==> src/rtl/shift_sequencer.sv <==
// shift_sequencer: sequences one load cycle followed by a programmed number of
// shift cycles on the downstream 8-bit load/shift/ASR register. It collects every
// bit that leaves the register LSB into a parallel word and pulses done at the end.
module shift_sequencer #(
   parameter int WIDTH = 8,
   parameter int CNT_W = 4
) (
   input  logic             clk,
   input  logic             reset,
   input  logic             start,
   input  logic [WIDTH-1:0] load_value,
   input  logic [CNT_W-1:0] shift_count,
   input  logic             arith,
   input  logic             serial_in,
   output logic             load_n,
   output logic             shift,
   output logic             asr,
   output logic [WIDTH-1:0] load_data,
   output logic             busy,
   output logic             done,
   output logic [WIDTH-1:0] captured,
   output logic [CNT_W-1:0] shifts_done
);

   typedef enum logic [1:0] {
      ST_IDLE  = 2'd0,
      ST_LOAD  = 2'd1,
      ST_SHIFT = 2'd2,
      ST_DONE  = 2'd3
   } state_t;

   localparam logic [CNT_W-1:0] MAX_COUNT = CNT_W'(WIDTH);

   state_t           state_reg, state_next;
   logic [CNT_W-1:0] target_reg, target_next;
   logic             mode_reg, mode_next;
   logic [WIDTH-1:0] load_data_reg, load_data_next;
   logic [WIDTH-1:0] captured_reg, captured_next;
   logic [CNT_W-1:0] shifts_done_reg, shifts_done_next;
   logic             load_n_reg, load_n_next;
   logic             shift_reg, shift_next;
   logic             asr_reg, asr_next;
   logic             busy_reg, busy_next;
   logic             done_reg, done_next;

   logic             accept;
   logic             in_shift;
   logic [CNT_W-1:0] shifts_inc;

   assign accept     = (state_reg == ST_IDLE) && start;
   assign in_shift   = (state_reg == ST_SHIFT);
   assign shifts_inc = shifts_done_reg + CNT_W'(1);

   // Next-state logic plus the operation parameters latched on accept.
   always_comb begin
      state_next       = state_reg;
      target_next      = target_reg;
      mode_next        = mode_reg;
      load_data_next   = load_data_reg;
      shifts_done_next = shifts_done_reg;
      case (state_reg)
         ST_IDLE: begin
            if (start) begin
               state_next       = ST_LOAD;
               load_data_next   = load_value;
               target_next      = (shift_count > MAX_COUNT) ? MAX_COUNT : shift_count;
               mode_next        = arith;
               shifts_done_next = '0;
            end
         end
         ST_LOAD: begin
            state_next = (target_reg != '0) ? ST_SHIFT : ST_DONE;
         end
         ST_SHIFT: begin
            shifts_done_next = shifts_inc;
            if (shifts_inc == target_reg) begin
               state_next = ST_DONE;
            end
         end
         ST_DONE: begin
            state_next = ST_IDLE;
         end
         default: begin
            state_next = ST_IDLE;
         end
      endcase
   end

   // Register controls are decoded from the upcoming state and then registered,
   // so they come straight off flops and can never glitch.
   always_comb begin
      load_n_next = 1'b1;
      shift_next  = 1'b0;
      asr_next    = 1'b0;
      busy_next   = 1'b0;
      done_next   = 1'b0;
      case (state_next)
         ST_LOAD: begin
            load_n_next = 1'b0;
            busy_next   = 1'b1;
         end
         ST_SHIFT: begin
            shift_next = 1'b1;
            asr_next   = mode_next;
            busy_next  = 1'b1;
         end
         ST_DONE: begin
            done_next = 1'b1;
            busy_next = 1'b1;
         end
         default: begin
            load_n_next = 1'b1;
         end
      endcase
   end

   // Each captured bit is written only in the shift cycle whose index matches it.
   // That leaves every bit at or above the target at zero after the accept clear.
   generate
      for (genvar gi = 0; gi < WIDTH; gi++) begin : g_capture
         assign captured_next[gi] = accept ? 1'b0 :
                                    (in_shift && (shifts_done_reg == CNT_W'(gi))) ? serial_in :
                                    captured_reg[gi];
      end
   endgenerate

   // State and output registers; reset wins over any operation in flight.
   always_ff @(posedge clk) begin
      if (reset) begin
         state_reg       <= ST_IDLE;
         target_reg      <= '0;
         mode_reg        <= 1'b0;
         load_data_reg   <= '0;
         captured_reg    <= '0;
         shifts_done_reg <= '0;
         load_n_reg      <= 1'b1;
         shift_reg       <= 1'b0;
         asr_reg         <= 1'b0;
         busy_reg        <= 1'b0;
         done_reg        <= 1'b0;
      end else begin
         state_reg       <= state_next;
         target_reg      <= target_next;
         mode_reg        <= mode_next;
         load_data_reg   <= load_data_next;
         captured_reg    <= captured_next;
         shifts_done_reg <= shifts_done_next;
         load_n_reg      <= load_n_next;
         shift_reg       <= shift_next;
         asr_reg         <= asr_next;
         busy_reg        <= busy_next;
         done_reg        <= done_next;
      end
   end

   assign load_n      = load_n_reg;
   assign shift       = shift_reg;
   assign asr         = asr_reg;
   assign busy        = busy_reg;
   assign done        = done_reg;
   assign load_data   = load_data_reg;
   assign captured    = captured_reg;
   assign shifts_done = shifts_done_reg;

endmodule
==> config.mk <==
export PLATFORM = sky130hd
export DESIGN_NAME = shift_sequencer
export DESIGN_NICKNAME = d
export VERILOG_FILES = /design/src/rtl/shift_sequencer.sv
export SDC_FILE = /design/constraint.sdc
export NUM_CORES = 1
export LEC_CHECK = 0
export CAP_MARGIN = 20
export CORE_ASPECT_RATIO = 0.7
export CORE_MARGIN = 4
export CORE_UTILIZATION = 35
export DETAILED_ROUTE_END_ITERATION = 8
export HOLD_SLACK_MARGIN = 0.12
export PLACE_DENSITY = 0.68
export SLEW_MARGIN = 20
export SYNTH_ARGS = -nofsm -noshare
export SYNTH_HDL_FRONTEND = slang
export SYNTH_SLANG_ARGS = --single-unit
export TNS_END_PERCENT = 20
==> constraint.sdc <==
create_clock -name clk -period 1.9 [get_ports clk]
set_input_delay 0.285 -clock clk [delete_from_list [all_inputs] [get_ports clk]]
set_output_delay 0.285 -clock clk [all_outputs]
set_load 0.02 [all_outputs]
==> metrics.txt <==
final worst path period share=94.3%; area delta synth->final=37.9%; Post-synth top flop=dfxtp_1; antenna viol nets, final=0; Synth Cell Area=1480 sq um; Yosys cell types=34; cell taking the most area after synthesis=dfxtp_1; CTS root buffer=clkbuf_8; CP required=1620 ps; Finish-stage setup viols=0; final net count=241; initial antenna violation count=0; Hold Crit Class=reg2reg; clk slew on worst S/H paths=70 ps; internal power=1.53 mW; reg2reg setup slack=140 ps; Slew Limit Headroom=68.8%; drt wl/cell=12.5 microns; H-tree depth=2; Sum Neg Setup Slack=0 ps; dpl hpwl=2520 microns; worst vdd ir=0.493 mV; Sequential Power Share=35.0%; Sw Share=37.5%; Die Area=5350 sq um; drt drc=0; Worst path depth=1; Tmin final=1790 ps; drt pass-1 iters=4; CP max-delay cell=clkdlybuf4s50_1; status=finished clean; Leak=0.784 nW; non-filler cells, final=270; crit-path cells=clkdlybuf4s50_1; fin util=51.1%; Max-Cap Viols=0; total gr overflow=0; Ys Warns=0; synth cell count leaders=dfxtp_1 (32), nand2_1 (32), a21oi_1 (18); CTS sink cnt=32; row count=19; CP delay by family, top=buffers and inverters; critical path class=reg2out; RSZ-0062 raised after global routing=no; All-Layer GR Usage=13.7%; final setup skew=6.80 ps; CTS tree=built; Die Wd=85.7 microns; crit start category=flop; ant diodes=0; share of cells above drive strength 1=7.80%; clock network fraction of design power=22.3%; # port buffers=41; Slew Limit Fails=0; DR vias=1260; final hold vios=0; Num CTS Buffers=5; largest net degree at the start of global routing=15; Combinational Power Share=42.7%; ranking of synthesized cells by area=dfxtp_1 (43%), nand2_1 (8.1%), a21oi_1 (6.1%), ha_1 (5.9%), mux2i_1 (5.4%); wire length of the first global-routing pass=5710 microns; worst-margin pin slew=461 ps; Post-Syn Nets=198; slowest stage delay, CP=680 ps; number of synthesized register bits=32; NetSw=0.917 mW; routed wire length=3370 microns; Syn Inst Count=174; number of global-route vias before repair=1227; worst r2r src=shifts_done[1]$_SDFFE_PP0P_; Fmax=558 MHz; vias per inst=4.67; gpl congestion=0.898; register area share after synthesis=43.3%; Initial Util=37.1%; Buf/Inv on CP=1; fin worst setup slack=108 ps; area share of the largest cell type after synthesis=43.3%; Placed Cells=262; crit path from=shifts_done[3]$_SDFFE_PP0P_; synthesized area per cell=8.51 sq um; crit-path max FO=10; core footprint=3990 sq um; pre-CTS setup slack=60.3 ps; Hold-fix buffers, CTS=0; crit path capture=shifts_done[3]; Worst Reg-to-Reg Cells=5; Post-synth EDFFs=0; CTS max path bufs=2; I/O pin count=42; Power per Cell Area=1200 nW/um^2; worst skew pair latency=290 ps; worst flop-to-flop path endpoint=load_n$_SDFF_PP1_; total power=2.44 mW; Die H=62.4 microns; crit path capture type=output pin; Synth async-reset ratio=0%; WP data arrival=1510 ps; 1st-iter DRT viols=65
## metrics by stage
stage	hold slack, ps	instance area [sq um]
global placement	442	1950
CTS	454	2040
floorplan	421	1480
finish	453	2040
global route	469	2040
detailed placement	446	1950
## layout by cell type, fill, tap and decap left out
cell and n:
nor2_1 11, xor2_1 1, inv_1 7, mux2_2 1, nand3_1 6, a211oi_1 1, nand3b_1 3, and2_0 1
a21bo_2 1, and2_1 2, xnor2_1 2, nor3_2 1, xnor2_2 1, o31ai_1 1, dfxtp_1 30, a21boi_1 1
ha_1 7, nor3_1 9, a21oi_1 18, xor3_1 1, nand2_1 32, or4_1 1, buf_4 5, or3_1 1
nand2b_1 3, mux2i_1 8, nor2b_1 4, a22oi_1 1, a32oi_1 1, o21a_1 1, clkdlybuf4s50_1 41, clkbuf_8 6
clkbuf_1 2, o41ai_1 1, dfxtp_2 1, o21ai_0 4, dfxtp_4 1
## power groups by stage
stage,Sequential [mW],Combinational (mW),Clock [mW]
3_5_place_dp,0.869,1.03,0
4_1_cts,0.855,1.04,0.568
3_3_place_gp,0.863,1.03,0
5_1_grt,0.869,1.14,0.592
2_1_floorplan,0.945,0.599,0
6_report,0.856,1.04,0.544
## layout make-up
type,count,area [sq um]
Fill cell,372,1950
Multi-Input combinational cell,125,766
Sequential cell,32,646
Timing Repair Buffer,46,448
Clock buffer,8,90.1
Tap cell,52,65.1
Inverter,7,26.3
## cell families after synthesis
group	after synthesis	share of synthesized area (%)
flops	32	43.3
simple gates	74	23.3
xor+xnor	5	4.48
fa+ha+maj	7	5.92
mux	9	6.17
compound gates	30	11.8
buf+inv	17	4.99
## worst register-to-register path: cells and delay by family, from the launching register on
family	cells	cell delay, ps
flops	1	380
compound gates	1	120
simple gates	2	640
fa+ha+maj	1	240
xor+xnor	1	250
## routing by layer
| metal | vias up | global-route usage (%) | routed length (microns) | part of all wire (%) |
|---|---|---|---|---|
| li1 | 671 | - | - | - |
| met2 | 46 | 18.6 | 1280 | 38 |
| met4 | 0 | 7.71 | 75 | 2.2 |
| met1 | 536 | 17.0 | 1620 | 48 |
| met3 | 7 | 7.51 | 402 | 12 |
| met5 | - | 0 | 0 | 0 |
## worst min path at each step
stage	start	endpoint	slack [ps]	cells after the start
floorplan	shift_count[3]	target_reg[3]$_SDFFE_PP0P_	420	2
global placement	load_data[1]$_SDFFE_PP0P_	load_data[1]$_SDFFE_PP0P_	440	2
detailed placement	load_data[1]$_SDFFE_PP0P_	load_data[1]$_SDFFE_PP0P_	450	2
CTS	load_data[4]$_SDFFE_PP0P_	load_data[4]$_SDFFE_PP0P_	450	2
global route	load_data[4]$_SDFFE_PP0P_	load_data[4]$_SDFFE_PP0P_	470	2
finish	load_data[4]$_SDFFE_PP0P_	load_data[4]$_SDFFE_PP0P_	450	2
## repair_timing
action	in CTS	in global routing
resized for setup	0	2
endpoints found under the setup margin	0	1
setup buffers	0	0
No activity file was read; power rests on OpenSTA's default activity.
